--- config.mk ---
export PLATFORM = sky130hd
export DESIGN_NAME = uart_rx_fifo
export DESIGN_NICKNAME = d
export VERILOG_FILES = /design/src/rtl/uart_rx_fifo.sv
export SDC_FILE = /design/constraint.sdc
export NUM_CORES = 1
export LEC_CHECK = 0
export CAP_MARGIN = 20
export CORE_MARGIN = 3
export CORE_UTILIZATION = 60
export DETAILED_ROUTE_END_ITERATION = 10
export PLACE_DENSITY = 0.8
export SLEW_MARGIN = 20
export SYNTH_ARGS = -nofsm -noshare
export SYNTH_HDL_FRONTEND = slang
export SYNTH_SLANG_ARGS = --single-unit
--- constraint.sdc ---
create_clock -name clk_in -period 4.6 [get_ports clk_in]
set_input_delay 0.92 -clock clk_in [delete_from_list [all_inputs] [get_ports clk_in]]
set_output_delay 0.92 -clock clk_in [all_outputs]
set_load 0.01 [all_outputs]
--- src/rtl/uart_rx_fifo.sv ---
// uart_rx_fifo: oversampling UART receiver (8N1, LSB first) feeding a small
// show-ahead FIFO with a valid/ready pop interface.
// Optional build macro UART_RX_PARITY_EN switches the frame to 8E1: an even
// parity bit follows bit 7 and a byte is queued only if parity and stop agree.
module uart_rx_fifo #(
    parameter int unsigned CLK_FREQ   = 25_000_000,
    parameter int unsigned BAUD       = 115_200,
    parameter int unsigned DEPTH_LOG2 = 2
) (
    input  logic                  clk_in,
    input  logic                  sys_rstn,
    input  logic                  uart_rxd,
    output logic [7:0]            rx_data,
    output logic                  rx_valid,
    input  logic                  rx_ready,
    output logic [DEPTH_LOG2:0]   rx_count,
    output logic                  frame_err,
    output logic                  overrun
);

    localparam int unsigned DIV   = CLK_FREQ / BAUD;
    localparam int unsigned CW    = $clog2(DIV);
    localparam int unsigned DEPTH = 2 ** DEPTH_LOG2;

    typedef enum logic [2:0] {
        S_IDLE,
        S_START,
        S_DATA,
`ifdef UART_RX_PARITY_EN
        S_PARITY,
`endif
        S_STOP
    } state_t;

    state_t                state;
    logic                  sync1;
    logic                  rxs;
    logic                  rxs_prev;
    logic [CW-1:0]         cnt;
    logic [2:0]            idx;
    logic [7:0]            shreg;
`ifdef UART_RX_PARITY_EN
    logic                  par_bit;
`endif

    logic                  bit_end;
    logic                  stop_tick;
    logic                  stop_ok;
    logic                  push;
    logic                  pop;
    logic                  full;
    logic                  push_accept;

    logic [7:0]            mem [DEPTH];
    logic [DEPTH_LOG2-1:0] wr_ptr;
    logic [DEPTH_LOG2-1:0] rd_ptr;
    logic [DEPTH_LOG2:0]   count;

    assign bit_end   = (cnt == CW'(DIV - 1));
    assign stop_tick = (state == S_STOP) && bit_end;
`ifdef UART_RX_PARITY_EN
    // Even parity: data bits plus parity bit must XOR to zero.
    assign stop_ok   = rxs && !((^shreg) ^ par_bit);
`else
    assign stop_ok   = rxs;
`endif
    assign push        = stop_tick && stop_ok;
    assign pop         = rx_valid && rx_ready;
    assign full        = (count == (DEPTH_LOG2 + 1)'(DEPTH));
    assign push_accept = push && (!full || pop);

    assign rx_count = count;
    assign rx_valid = (count != '0);
    assign rx_data  = rx_valid ? mem[rd_ptr] : '0;

    // Two-flop synchroniser plus one delayed copy for falling-edge detection.
    always_ff @(posedge clk_in or negedge sys_rstn) begin
        if (!sys_rstn) begin
            sync1    <= 1'b1;
            rxs      <= 1'b1;
            rxs_prev <= 1'b1;
        end else begin
            sync1    <= uart_rxd;
            rxs      <= sync1;
            rxs_prev <= rxs;
        end
    end

    // Frame FSM: start validation, data shifting, stop check, frame_err pulse.
    always_ff @(posedge clk_in or negedge sys_rstn) begin
        if (!sys_rstn) begin
            state     <= S_IDLE;
            cnt       <= '0;
            idx       <= '0;
            shreg     <= '0;
            frame_err <= 1'b0;
`ifdef UART_RX_PARITY_EN
            par_bit   <= 1'b0;
`endif
        end else begin
            frame_err <= 1'b0;
            case (state)
                S_IDLE: begin
                    cnt <= '0;
                    // Edge-triggered so a held-low (break) line cannot retrigger.
                    if (rxs_prev && !rxs) begin
                        state <= S_START;
                    end
                end
                S_START: begin
                    if (cnt == CW'(DIV / 2 - 1)) begin
                        cnt   <= '0;
                        idx   <= '0;
                        state <= rxs ? S_IDLE : S_DATA;
                    end else begin
                        cnt <= cnt + CW'(1);
                    end
                end
                S_DATA: begin
                    if (bit_end) begin
                        cnt        <= '0;
                        shreg[idx] <= rxs;
                        if (idx == 3'd7) begin
`ifdef UART_RX_PARITY_EN
                            state <= S_PARITY;
`else
                            state <= S_STOP;
`endif
                        end else begin
                            idx <= idx + 3'd1;
                        end
                    end else begin
                        cnt <= cnt + CW'(1);
                    end
                end
`ifdef UART_RX_PARITY_EN
                S_PARITY: begin
                    if (bit_end) begin
                        cnt     <= '0;
                        par_bit <= rxs;
                        state   <= S_STOP;
                    end else begin
                        cnt <= cnt + CW'(1);
                    end
                end
`endif
                S_STOP: begin
                    if (bit_end) begin
                        cnt       <= '0;
                        frame_err <= !stop_ok;
                        state     <= S_IDLE;
                    end else begin
                        cnt <= cnt + CW'(1);
                    end
                end
                default: state <= S_IDLE;
            endcase
        end
    end

    // FIFO storage; contents need no reset since rx_data is gated by rx_valid.
    always_ff @(posedge clk_in) begin
        if (push_accept) begin
            mem[wr_ptr] <= shreg;
        end
    end

    // FIFO pointers, occupancy and overrun pulse.
    always_ff @(posedge clk_in or negedge sys_rstn) begin
        if (!sys_rstn) begin
            wr_ptr  <= '0;
            rd_ptr  <= '0;
            count   <= '0;
            overrun <= 1'b0;
        end else begin
            overrun <= push && full && !pop;
            if (push_accept) begin
                wr_ptr <= wr_ptr + DEPTH_LOG2'(1);
            end
            if (pop) begin
                rd_ptr <= rd_ptr + DEPTH_LOG2'(1);
            end
            case ({push_accept, pop})
                2'b10:   count <= count + (DEPTH_LOG2 + 1)'(1);
                2'b01:   count <= count - (DEPTH_LOG2 + 1)'(1);
                default: count <= count;
            endcase
        end
    end

endmodule

==> results.cfg, run 1 <==
[power_and_ir_drop]
leakagePower_nw = 1.406
peakVddDrop_uv = 293.1
powerDensity_nw_per_um2 = 416.6
p_total_mw = 1.414

[synthesis]
synth_xor_area_share_pct = 3.241
yosysTopAreaCellShare_pct = 32.32
async_reset_ff_share_pct = 50.77
ys_types = 48
ys_seq_area_share_pct = 60.23
synth_flop_cell = edfxtp_1
synth_warnings = 0
synth_top_family_by_area = simple AND/OR/NAND/NOR gates
synth_edf_count = 32
ys_ff_latch = 65
synthTopCellsByArea = edfxtp_1 32%, dfrtp_1 25%, mux4_2 6.1%
synth.avg_cell_area_sq_um = 13.96
synth_common_cells = 32 x edfxtp_1, 30 x dfrtp_1, 19 x nor2_1
synth_compound_area_share_pct = 5.135
synthSimpleGateAreaFrac_pct = 14.77
synth_fa_ha_area_share_pct = 4.040
synth.area.mux_share_pct = 10.23
syn_inst = 213
syn-num-nets = 226
yosysMostFrequentCell = edfxtp_1
netlist_area_sq_um = 2973
yosys.area.top_type = edfxtp_1

[cells_and_area]
nets = 246
n_antenna_cell = 0
post-route-util_pct = 74.37
area_growth_pct = 14.18
fin_cells = 303
fin_area_sq_um = 3395
drive_above_1_share_pct = 17.65

[global_routing]
antenna_found_initial = 0
grt_start_max_net_pins = 21
overflow = 0
grt_first_pass_wirelength_mm = 9.266
grt_pass1_vias = 1865
groute.usage.overall_pct = 20.88

[critical_path]
critPathKind = reg2out
end_kind = output pin
critPathLaunch = rx_count[0]
r2r-end = rx_count[1]
critical-path-max-stage-delay_ns = 0.87
reg2reg_depth = 10
required_ns = 3.68
r2r_slack_ns = 1.99
critPathBufInv = 1
crit_family = simple AND/OR/NAND/NOR gates
r2r_start = cnt[0]
start_kind = flip-flop
cpMaxStageDelayCell = nor3_1
crit_chain = nor3_1, nor2b_1, clkdlybuf4s50_1
crit_arrival_ns = 2.40
critPathMaxFanout = 10

[clocking]
cts-resized-gates = 0
clk_root_buffer_cell = clkbuf_8
cts_buffers = 9
htreeDepth = 3
clk_latency_ns = 0.33
ctsHoldBuffers = 0
cts_sinks = 65
cts_tree = done
cts.reportedPaths.clkPinSlew_ns = 0.07
max-clock-path-buffers = 2
post_cts_buffers = 0

[timing]
setup_viol = 0
skew_ns = 0.008703
fin_ws_ns = 1.282
rsz0062_at_grt = no
final-hold-violation-count = 0
timing.slew.headroom_pct = 31.69
whs_ns = 0.3533
fmax_mhz = 301.4
fin_crit_ns = 3.318
period_share_pct = 72.14
tightest_slew_ns = 1.017
slew_viol_final = 0
tns_ns = 0

[min_path]
whs_path_depth = 0
hold_start = sync1
holdPathEnd = rxs
hp-class = reg2reg

[floorplan]
die_area_sq_um = 5835
rows = 24
io_pins = 18
initial_core_util_pct = 65.13
die_y_microns = 76.39
die_x_microns = 76.39
core_sq_um = 4564

[place]
port_buffers = 17
gp_congestion = 0.8869
hpwl_mm = 3.841
place_ws_ns = 1.424
place_inst = 287
dpl_cell_area_sq_um = 3192

[detailed_routing]
drtIter0Drc = 145
drt-wirelength-per-cell_microns = 17.92
drc = 0
firstDrtPassIters = 4
ant_nets = 0
vias = 1804
viasPerCell = 5.954
routed_wl_mm = 5.431

[flow_run]
drv_cap = 0

[status]
status = finished clean
[registers in the layout (all words and copies together) (netlist names), 2 cells and up]
signal and flops:
wr_ptr 2, cnt 8, rd_ptr 2, rx_count 3
shreg 8, mem 32, state 2, idx 3
[placed cells by master (no fill, tap or decap), types with 6 or more instances in the layout]
cell	synthesis	final
clkbuf_8	0	9
clkdlybuf4s50_1	0	17
dfrtp_1	30	30
edfxtp_1	32	32
ha_1	8	8
inv_1	8	8
mux2_2	11	11
mux4_2	8	8
nand2_1	6	6
nand3_1	6	6
nor2_1	19	19
nor2b_1	11	11
xnor2_1	7	7
[cells by family after synthesis]
| kind of cell | Yosys count |
|---|---|
| XOR/XNOR | 11 |
| buffers and inverters | 17 |
| AO/OA/AOI/OAI | 22 |
| multiplexers | 19 |
| adder cells (fa/ha/maj) | 9 |
| flip-flops | 65 |
| AND/OR/NAND/NOR | 70 |
[layer usage]
| metal | wire (microns) | part of all wire (%) | up-vias | GRT usage (%) |
|---|---|---|---|---|
| met1 | 2483 | 46 | 909 | 28.50 |
| met4 | 128 | 2.4 | 0 | 11.59 |
| met5 | 0 | 0 | - | 0 |
| li1 | - | - | 822 | - |
| met3 | 273 | 5.0 | 12 | 3.428 |
| met2 | 2545 | 47 | 61 | 32.16 |
[worst max-delay path by stage]
stage,end,cells after the start
finish,rx_data[6],3
global route,rx_data[6],3
CTS,rx_data[6],3
detailed placement,mem[0][0],4
global placement,mem[1][3],4
floorplan,mem[0][0],4
[where the power goes]
group | switching (mW) | leakage (nW) | internal [mW] | total [mW]
registers | 0.0824 | 0.810 | 0.634 | 0.716
logic | 0.0863 | 0.496 | 0.111 | 0.197
clock network | 0.199 | 0.0997 | 0.302 | 0.501
[cell type report]
| cell class | instances | area (sq um) |
|---|---|---|
| well taps | 65 | 81.33 |
| clock buffers | 12 | 135.1 |
| repair buffers | 18 | 177.7 |
| clock inverters | 4 | 67.56 |
| multi-input cells | 131 | 1112 |
| inverters | 8 | 30.03 |
| flip-flops and latches | 65 | 1790 |
| fillers | 282 | 1170 |
No activity file was read; power rests on OpenSTA's default activity.
==> inputs of run 2 (changes only) <==
--- a/config.mk
+++ b/config.mk
@@ -7,9 +7,9 @@
 export LEC_CHECK = 0
 export CAP_MARGIN = 20
 export CORE_MARGIN = 3
-export CORE_UTILIZATION = 60
+export CORE_UTILIZATION = 59
 export DETAILED_ROUTE_END_ITERATION = 10
-export PLACE_DENSITY = 0.8
+export PLACE_DENSITY = 0.79
 export SLEW_MARGIN = 20
 export SYNTH_ARGS = -nofsm -noshare
 export SYNTH_HDL_FRONTEND = slang
==> constraint.sdc (replaced) <==
create_clock -name clk_in -period 3.3 [get_ports clk_in]
set_input_delay 0.66 -clock clk_in [delete_from_list [all_inputs] [get_ports clk_in]]
set_output_delay 0.66 -clock clk_in [all_outputs]
set_load 0.01 [all_outputs]
==> run 2 against run 1 <==
Net effect: register-to-register slack got worse by 1.3 ns; critical path depth unchanged; routed wire length decreased by 6.5%; clock skew decreased by 0.0031 ns; design area decreased by 0.11%; non-clock buffer count increased by 2; clock power increased by 24%; combinational power increased by 46%; via count decreased by 1.6%; global-route usage decreased by 1.4 points; worst setup slack got worse by 0.89 ns; critical path type unchanged; largest cell class unchanged; largest power group unchanged; highest routed layer unchanged.
==> results.cfg, run 2 (synthesis results as in run 1) <==
[timing]
skew_ns = 0.005605
slew_viol_final = 0
tns_ns = 0
tightest_slew_ns = 0.6507
setup_viol = 0
rsz0062_at_grt = no
timing.slew.headroom_pct = 56.22
period_share_pct = 88.13
fmax_mhz = 343.9
fin_crit_ns = 2.908
final-hold-violation-count = 0

[detailed_routing]
firstDrtPassIters = 4
drtIter0Drc = 190
drc = 0
routed_wl_mm = 5.078
vias = 1775
viasPerCell = 5.782
ant_nets = 0
drt-wirelength-per-cell_microns = 16.54

[global_routing]
grt_start_max_net_pins = 34
grt_first_pass_wirelength_mm = 8.742
overflow = 0
grt_pass1_vias = 1812
groute.usage.overall_pct = 19.51
antenna_found_initial = 0

[critical_path]
required_ns = 2.64
end_kind = output pin
critPathKind = reg2out
crit_arrival_ns = 2.25
start_kind = flip-flop
critPathMaxFanout = 10

[power_and_ir_drop]
peakVddDrop_uv = 335.6
pwr-share-comb_pct = 15.0
powerDensity_nw_per_um2 = 562.4
p_int_mw = 1.391
leakagePower_nw = 1.405
p_sw_mw = 0.5162
sw_frac_of_total_pct = 27.07
power_frac_seq_pct = 52.3
p_clk_share_pct = 32.7

[clocking]
cts.reportedPaths.clkPinSlew_ns = 0.07
clk_latency_ns = 0.34
htreeDepth = 3
cts_tree = done
cts_sinks = 65
max-clock-path-buffers = 2
cts-resized-gates = 0
post_cts_buffers = 0
clk_root_buffer_cell = clkbuf_8
ctsHoldBuffers = 0
cts_buffers = 9

[cells_and_area]
final_cell_mix = 32 x edfxtp_1, 30 x dfrtp_1, 19 x nor2_1
regMostFlops = mem
top_regs = mem (32), cnt (8), shreg (8)
n_antenna_cell = 0
fin_area_sq_um = 3391
nets = 248
final_common_cell = edfxtp_1
area_growth_pct = 14.06
drive_above_1_share_pct = 18.75
largest_register_ffs = 32

[floorplan]
initial_core_util_pct = 62.12
rows = 25
core_sq_um = 4786
die_x_microns = 76.99
die_area_sq_um = 5927
io_pins = 18
die_y_microns = 76.99

[place]
hpwl_mm = 3.648
gp_congestion = 0.7700
port_buffers = 17
dpl_cell_area_sq_um = 3209

[flow_run]
drv_cap = 0

[status]
status = finished clean

[min_path]
hp-class = reg2reg
-- run 2: per-layer routing --
layer	wire [microns]	share of wire (%)	track usage (%)
met5	0	0	0
met4	94	1.9	8.363
met2	2519	50	31.36
met1	2231	44	25.00
met3	232	4.6	5.516
-- run 2: final cells by class --
class / instances / area, sq um
fill: 325 / 1395
clock buffer: 12 / 135.1
sequential: 65 / 1790
timing repair buffer: 20 / 192.7
inverter: 8 / 30.03
tap: 67 / 83.83
clock inverter: 4 / 46.29
multi-input combinational: 131 / 1112
-- run 2: stage by stage --
step                instances  util (%)  power [mW]  worst slack, ns  hold slack (ns)
finish                    307     70.85       1.907           0.3919           0.3605
global route              307     70.85       2.000           0.2429           0.3647
CTS                       307     70.85       1.920           0.3488           0.3631
detailed placement        291     67.06       1.301           0.5973           0.3489
global placement          291     67.06       1.276           0.6881           0.3502
floorplan                 213         -       1.188            1.083           0.3452
-- run 2: critical path, cell delays in order, from the launching register on --
cell and delay [ns]:
dfrtp_1 0.70, mux4_2 0.56, nor2b_1 0.15, clkdlybuf4s50_1 0.50
-- run 2: final timing paths --
check | startpoint | endpoint | slack (ns) | cells after the start
min in group asynchronous | sys_rstn | rd_ptr[0] | 0.72 | 2
max in group asynchronous | sys_rstn | rxs_prev | 2.23 | 2
worst max-delay path | rd_ptr[0] | rx_data[0] | 0.39 | 3
worst min register to register | sync1 | rxs | 0.36 | 0
worst max register to register | cnt[0] | rx_count[2] | 0.73 | 9
worst min-delay path | sync1 | rxs | 0.36 | 0
-- run 2: power by group through the flow --
| stage | Sequential [mW] | Combinational [mW] | Clock, mW |
|---|---|---|---|
| final | 0.998 | 0.287 | 0.623 |
| after global routing | 1.01 | 0.316 | 0.671 |
| after CTS | 0.998 | 0.289 | 0.634 |
| after detailed placement | 1.01 | 0.287 | 0 |
| after global placement | 1.01 | 0.270 | 0 |
| after floorplan | 0.937 | 0.251 | 0 |
==> inputs of run 3 (changes only) <==
--- a/config.mk
+++ b/config.mk
@@ -10,6 +10,7 @@
 export CORE_UTILIZATION = 59
 export DETAILED_ROUTE_END_ITERATION = 10
 export PLACE_DENSITY = 0.79
+export SKIP_LAST_GASP = 1
 export SLEW_MARGIN = 20
 export SYNTH_ARGS = -nofsm -noshare
 export SYNTH_HDL_FRONTEND = slang
==> results of run 3 <==
Same layout as run 2: the final DEF is identical, and so are final timing and power.
==> RTL edit 1: new RTL, flow settings as in run 2 <==
Change the parameter `CLK_FREQ` from 25_000_000 to 50_000_000.
--- a/src/rtl/uart_rx_fifo.sv
+++ b/src/rtl/uart_rx_fifo.sv
@@ -3,7 +3,7 @@
 // Optional build macro UART_RX_PARITY_EN switches the frame to 8E1: an even
 // parity bit follows bit 7 and a byte is queued only if parity and stop agree.
 module uart_rx_fifo #(
-    parameter int unsigned CLK_FREQ   = 25_000_000,
+    parameter int unsigned CLK_FREQ   = 50_000_000,
     parameter int unsigned BAUD       = 115_200,
     parameter int unsigned DEPTH_LOG2 = 2
 ) (
Check against the original RTL: same outputs for any inputs over 10 cycles, from zero or initial values and one cycle with sys_rstn low; that may be too few to reach the edited logic, so the function may still have changed.
==> RTL edit 1 against run 2 <==
  * Wire length is 11% higher
  * Via count is 3.2% higher
  * Sequential share of layout area is 0.25 points lower
  * Final area is 1.9% higher
  * Area after synthesis is 1.6% higher
  * Total power is 14% higher
  * Sequential cell count is 1 higher
  * Worst hold slack better by 0.0011 ns
  * Core utilization is 0.40 points higher
  * Combinational power is 37% higher
  * Non-clock buffer count is 2 lower
  * Die area is 1.5% higher
  * Setup slack worse by 0.077 ns
  * Largest cell class unchanged
  * Highest routed layer unchanged
==> RTL edit 1: results (changes against run 2) <==
[status]
outcome = finished, final reports clean

[grt]
grt_pass1_vias = 1933  ; +6.7%
grt_first_pass_wirelength_um = 9640  ; +10%
grtUsageTotal_pct = 21.3  ; +1.8 points
globalRouteMet1Util_pct = 27.7  ; +2.7 points
use_met3_pct = 5.68  ; +0.17 points
grt_max_degree = 35  ; +2.9%

[yosys]
synth_fa_ha_area_share_pct = 4.39  ; +0.35 points
postSynthCellCount = 215  ; +0.94%
seq_area_frac_synth_pct = 60.1  ; -0.12 points
synth_compound_area_share_pct = 3.73  ; -1.4 points
synth_area_leaders = edfxtp_1, dfrtp_1, mux4_2, ha_1, and2_1
synthXorXnorAreaFrac_pct = 3.77  ; +0.53 points
synth.area.mux_share_pct = 10.1  ; -0.16 points

[layout]
nFillCells = 311  ; -4.3%
layout-drive-gt1-share_pct = 16.3  ; -2.5 points
fin_util_pct = 71.3  ; +0.40 points

[power]
p_leak_nw = 1.44  ; +2.4%
switchingPower_mw = 0.623  ; +21%

[route]
drtIter0Drc = 205  ; +7.9%
dr_wl_met2_um = 2730  ; +8.3%
wirelength_um = 5620  ; +11%
wl_met3_um = 255  ; +9.9%

[critical_path]
r2r_cells = 7  ; -2
arrival_ns = 2.33  ; +0.08 ns

[timing]
skew_ns = 0.00809  ; +0.00249 ns

[place]
postPlaceCellArea_sq_um = 3250  ; +1.1%
dp_hpwl_um = 3830  ; +5.0%

## RTL edit 1: worst paths after layout
check	end	from
min in group asynchronous	rx_count[0]$_DFFE_PN0P_	sys_rstn
min	rxs$_DFF_PN1_	sync1$_DFF_PN1_
min reg2reg	rxs$_DFF_PN1_	sync1$_DFF_PN1_
max	rx_data[0]	rd_ptr[0]$_DFFE_PN0P_
max reg2reg	rx_count[2]$_DFFE_PN0P_	cnt[3]$_DFFE_PN0P_
max in group asynchronous	rxs_prev$_DFF_PN1_	sys_rstn
## RTL edit 1: final cells by class
cell class                      instances  share of cell area, %
Sequential cell                        66                   52.6
Multi-Input combinational cell        130                   32.7
Timing Repair Buffer                   18                   5.14
Clock buffer                           10                   3.69
Tap cell                               67                   2.43
Clock inverter                          6                   2.35
Inverter                               10                   1.09
## RTL edit 1: cells by family (layout without fill, tap and decap cells)
group | count (synthesis) | in the layout
DFF | 66 | 66
AOI/OAI and AO/OA | 15 | 15
and+or+nand+nor | 73 | 73
buffers and inverters | 19 | 44
xor gates and xnor gates | 13 | 13
adders and majority gates | 10 | 10
muxes | 19 | 19
## RTL edit 1: power groups by stage
| stage | combinational [mW] | clock, mW | sequential, mW |
|---|---|---|---|
| after floorplan | 0.341 | 0 | 0.997 |
| after global placement | 0.365 | 0 | 1.07 |
| after detailed placement | 0.386 | 0 | 1.08 |
| after CTS | 0.392 | 0.717 | 1.07 |
| after global routing | 0.438 | 0.759 | 1.08 |
| final | 0.392 | 0.707 | 1.07 |
## RTL edit 1: worst max-delay path: cells and delay by family (launching register included)
family	cells	cell delay, ns
flip-flops	1	0.70
AND/OR/NAND/NOR	1	0.20
multiplexers	1	0.58
buffers and inverters	1	0.52
==> RTL edit 2: new RTL, config.mk and constraints of run 2 <==
Made on the original files. Encoding of `state_t`: now one-hot (4 bits for 4 states).
--- a/src/rtl/uart_rx_fifo.sv
+++ b/src/rtl/uart_rx_fifo.sv
@@ -22,14 +22,14 @@
     localparam int unsigned CW    = $clog2(DIV);
     localparam int unsigned DEPTH = 2 ** DEPTH_LOG2;
 
-    typedef enum logic [2:0] {
-        S_IDLE,
-        S_START,
-        S_DATA,
+    typedef enum logic [3:0] {
+        S_IDLE  = 4'b0001,
+        S_START = 4'b0010,
+        S_DATA  = 4'b0100,
 `ifdef UART_RX_PARITY_EN
         S_PARITY,
 `endif
-        S_STOP
+        S_STOP  = 4'b1000
     } state_t;
 
     state_t                state;
Check against the original RTL: same outputs for any inputs over 10 cycles, from zero or initial values and one cycle with sys_rstn low; not proved beyond that.
==> RTL edit 2 against run 2 <==
  * Critical path depth did not move
  * Total power is 16% higher
  * Sequential cell count rose by 2
  * Wire length rose by 18%
  * Setup slack got worse by 0.013 ns
  * Area after synthesis is 10% higher
  * Count of clock-buffer cells in the layout up 1
  * Worst hold slack got worse by 0.0076 ns
  * Non-clock buffer count down 1
  * Final area up 8.5%
  * Highest routed layer unchanged
==> RTL edit 2: results (changes against run 2) <==
[layout]
fin_nets = 280  ; +13%
top_regs = mem: 32 flops, cnt: 8 flops, shreg: 8 flops
nFillCells = 353  ; +8.6%
layout-drive-gt1-share_pct = 17.6  ; -1.1 points

[yosys]
seq_area_frac_synth_pct = 56.1  ; -4.1 points
syn_area_sq_um = 3280  ; +10%
synth_compound_area_share_pct = 10.0  ; +4.9 points
synth.area.mux_share_pct = 9.72  ; -0.51 points
synth_common_cells = edfxtp_1, dfrtp_1, nor2_1
synthDistinctLibCells = 64  ; +33%
synthXorXnorAreaFrac_pct = 1.33  ; -1.9 points
synth-async-reset-ratio_pct = 52.2  ; +1.5 points
synth_fa_ha_area_share_pct = 3.66  ; -0.38 points
synth_area_leaders = edfxtp_1, dfrtp_1, mux4_2, dfstp_2, ha_1
syn_nets = 262  ; +16%

[grt]
grt_max_degree = 36  ; +5.9%
grtUsageTotal_pct = 21.7  ; +2.2 points
grt_first_pass_wirelength_um = 10500  ; +20%

[timing]
fin_crit_sh_pct = 88.5  ; +0.40 points
slew_headroom_pct = 47.5  ; -8.7 points
skew_ns = 0.00976  ; +0.00415 ns

[power]
p_leak_nw = 1.51  ; +7.4%
ir_drop_uv = 434  ; +29%
switchingPower_mw = 0.674  ; +31%

[route]
drtIter0Drc = 178  ; -6.3%
wl_per_cell_um = 17.5  ; +5.8%
vias = 2129  ; +20%

[place]
dp_hpwl_um = 4110  ; +13%
pre_cts_ws_ns = 0.492  ; -0.105 ns
place_congestion = 0.824  ; +7.0%

[critical_path]
endpoint = rx_data[7]
r2r_end = rx_count[2]$_DFFE_PN0P_
r2r_slack_ns = 0.56  ; -0.17 ns
arrival_ns = 2.26

[status]
outcome = finished, final reports clean

-- RTL edit 2: layer usage --
metal	GRT usage, %	vias up	routed length (um)
li1	-	989	-
met1	29.4	1078	2650
met2	34.4	48	2990
met3	4.04	14	219
met4	9.29	0	125
met5	0	-	0
-- RTL edit 2: final cells by class --
cell class	instances	area, sq um	share of cell area [%]
clock buffer	13	149	4.05
clock inverter	3	40.0	1.09
inverter	10	37.5	1.02
multi-input combinational	160	1350	36.6
sequential	67	1840	50.1
tap	70	87.6	2.38
timing repair buffer	19	178	4.83
-- RTL edit 2: logic make-up (layout without fill, tap and decap cells) --
logic type | count (synthesis) | count (layout)
buffers and inverters | 22 | 45
and+or+nand+nor | 84 | 84
DFF | 67 | 67
adders and majority gates | 9 | 9
muxes | 20 | 20
AOI/OAI and AO/OA | 42 | 42
xor gates and xnor gates | 5 | 5
-- RTL edit 2: worst min-delay path by stage --
stage               startpoint             to  slack, ns  cells after the start
2_1_floorplan  sync1$_DFF_PN1_  rxs$_DFF_PN1_       0.35                      0
3_3_place_gp   sync1$_DFF_PN1_  rxs$_DFF_PN1_       0.35                      0
3_5_place_dp   sync1$_DFF_PN1_  rxs$_DFF_PN1_       0.35                      0
4_1_cts        sync1$_DFF_PN1_  rxs$_DFF_PN1_       0.36                      0
5_1_grt        sync1$_DFF_PN1_  rxs$_DFF_PN1_       0.36                      0
6_report       sync1$_DFF_PN1_  rxs$_DFF_PN1_       0.35                      0
-- RTL edit 2: power by group through the flow --
stage	clock network, mW	logic, mW	registers (mW)
6_report	0.661	0.491	1.06
5_1_grt	0.708	0.545	1.08
3_3_place_gp	0	0.461	1.07
4_1_cts	0.673	0.481	1.06
2_1_floorplan	0	0.420	0.998
3_5_place_dp	0	0.470	1.08
-- RTL edit 2: worst max-delay path: stages, from the launching register on --
cell and delay (ns):
dfrtp_1 0.71, mux4_2 0.58, and2_1 0.16, clkdlybuf4s50_1 0.47
-- RTL edit 2: metrics by stage --
stage	cell area (sq um)	instances	utilization [%]
3_5_place_dp	3490	325	66.6
4_1_cts	3670	341	70.2
5_1_grt	3680	342	70.3
3_3_place_gp	3490	325	66.6
2_1_floorplan	3280	249	-
6_report	3680	342	70.3
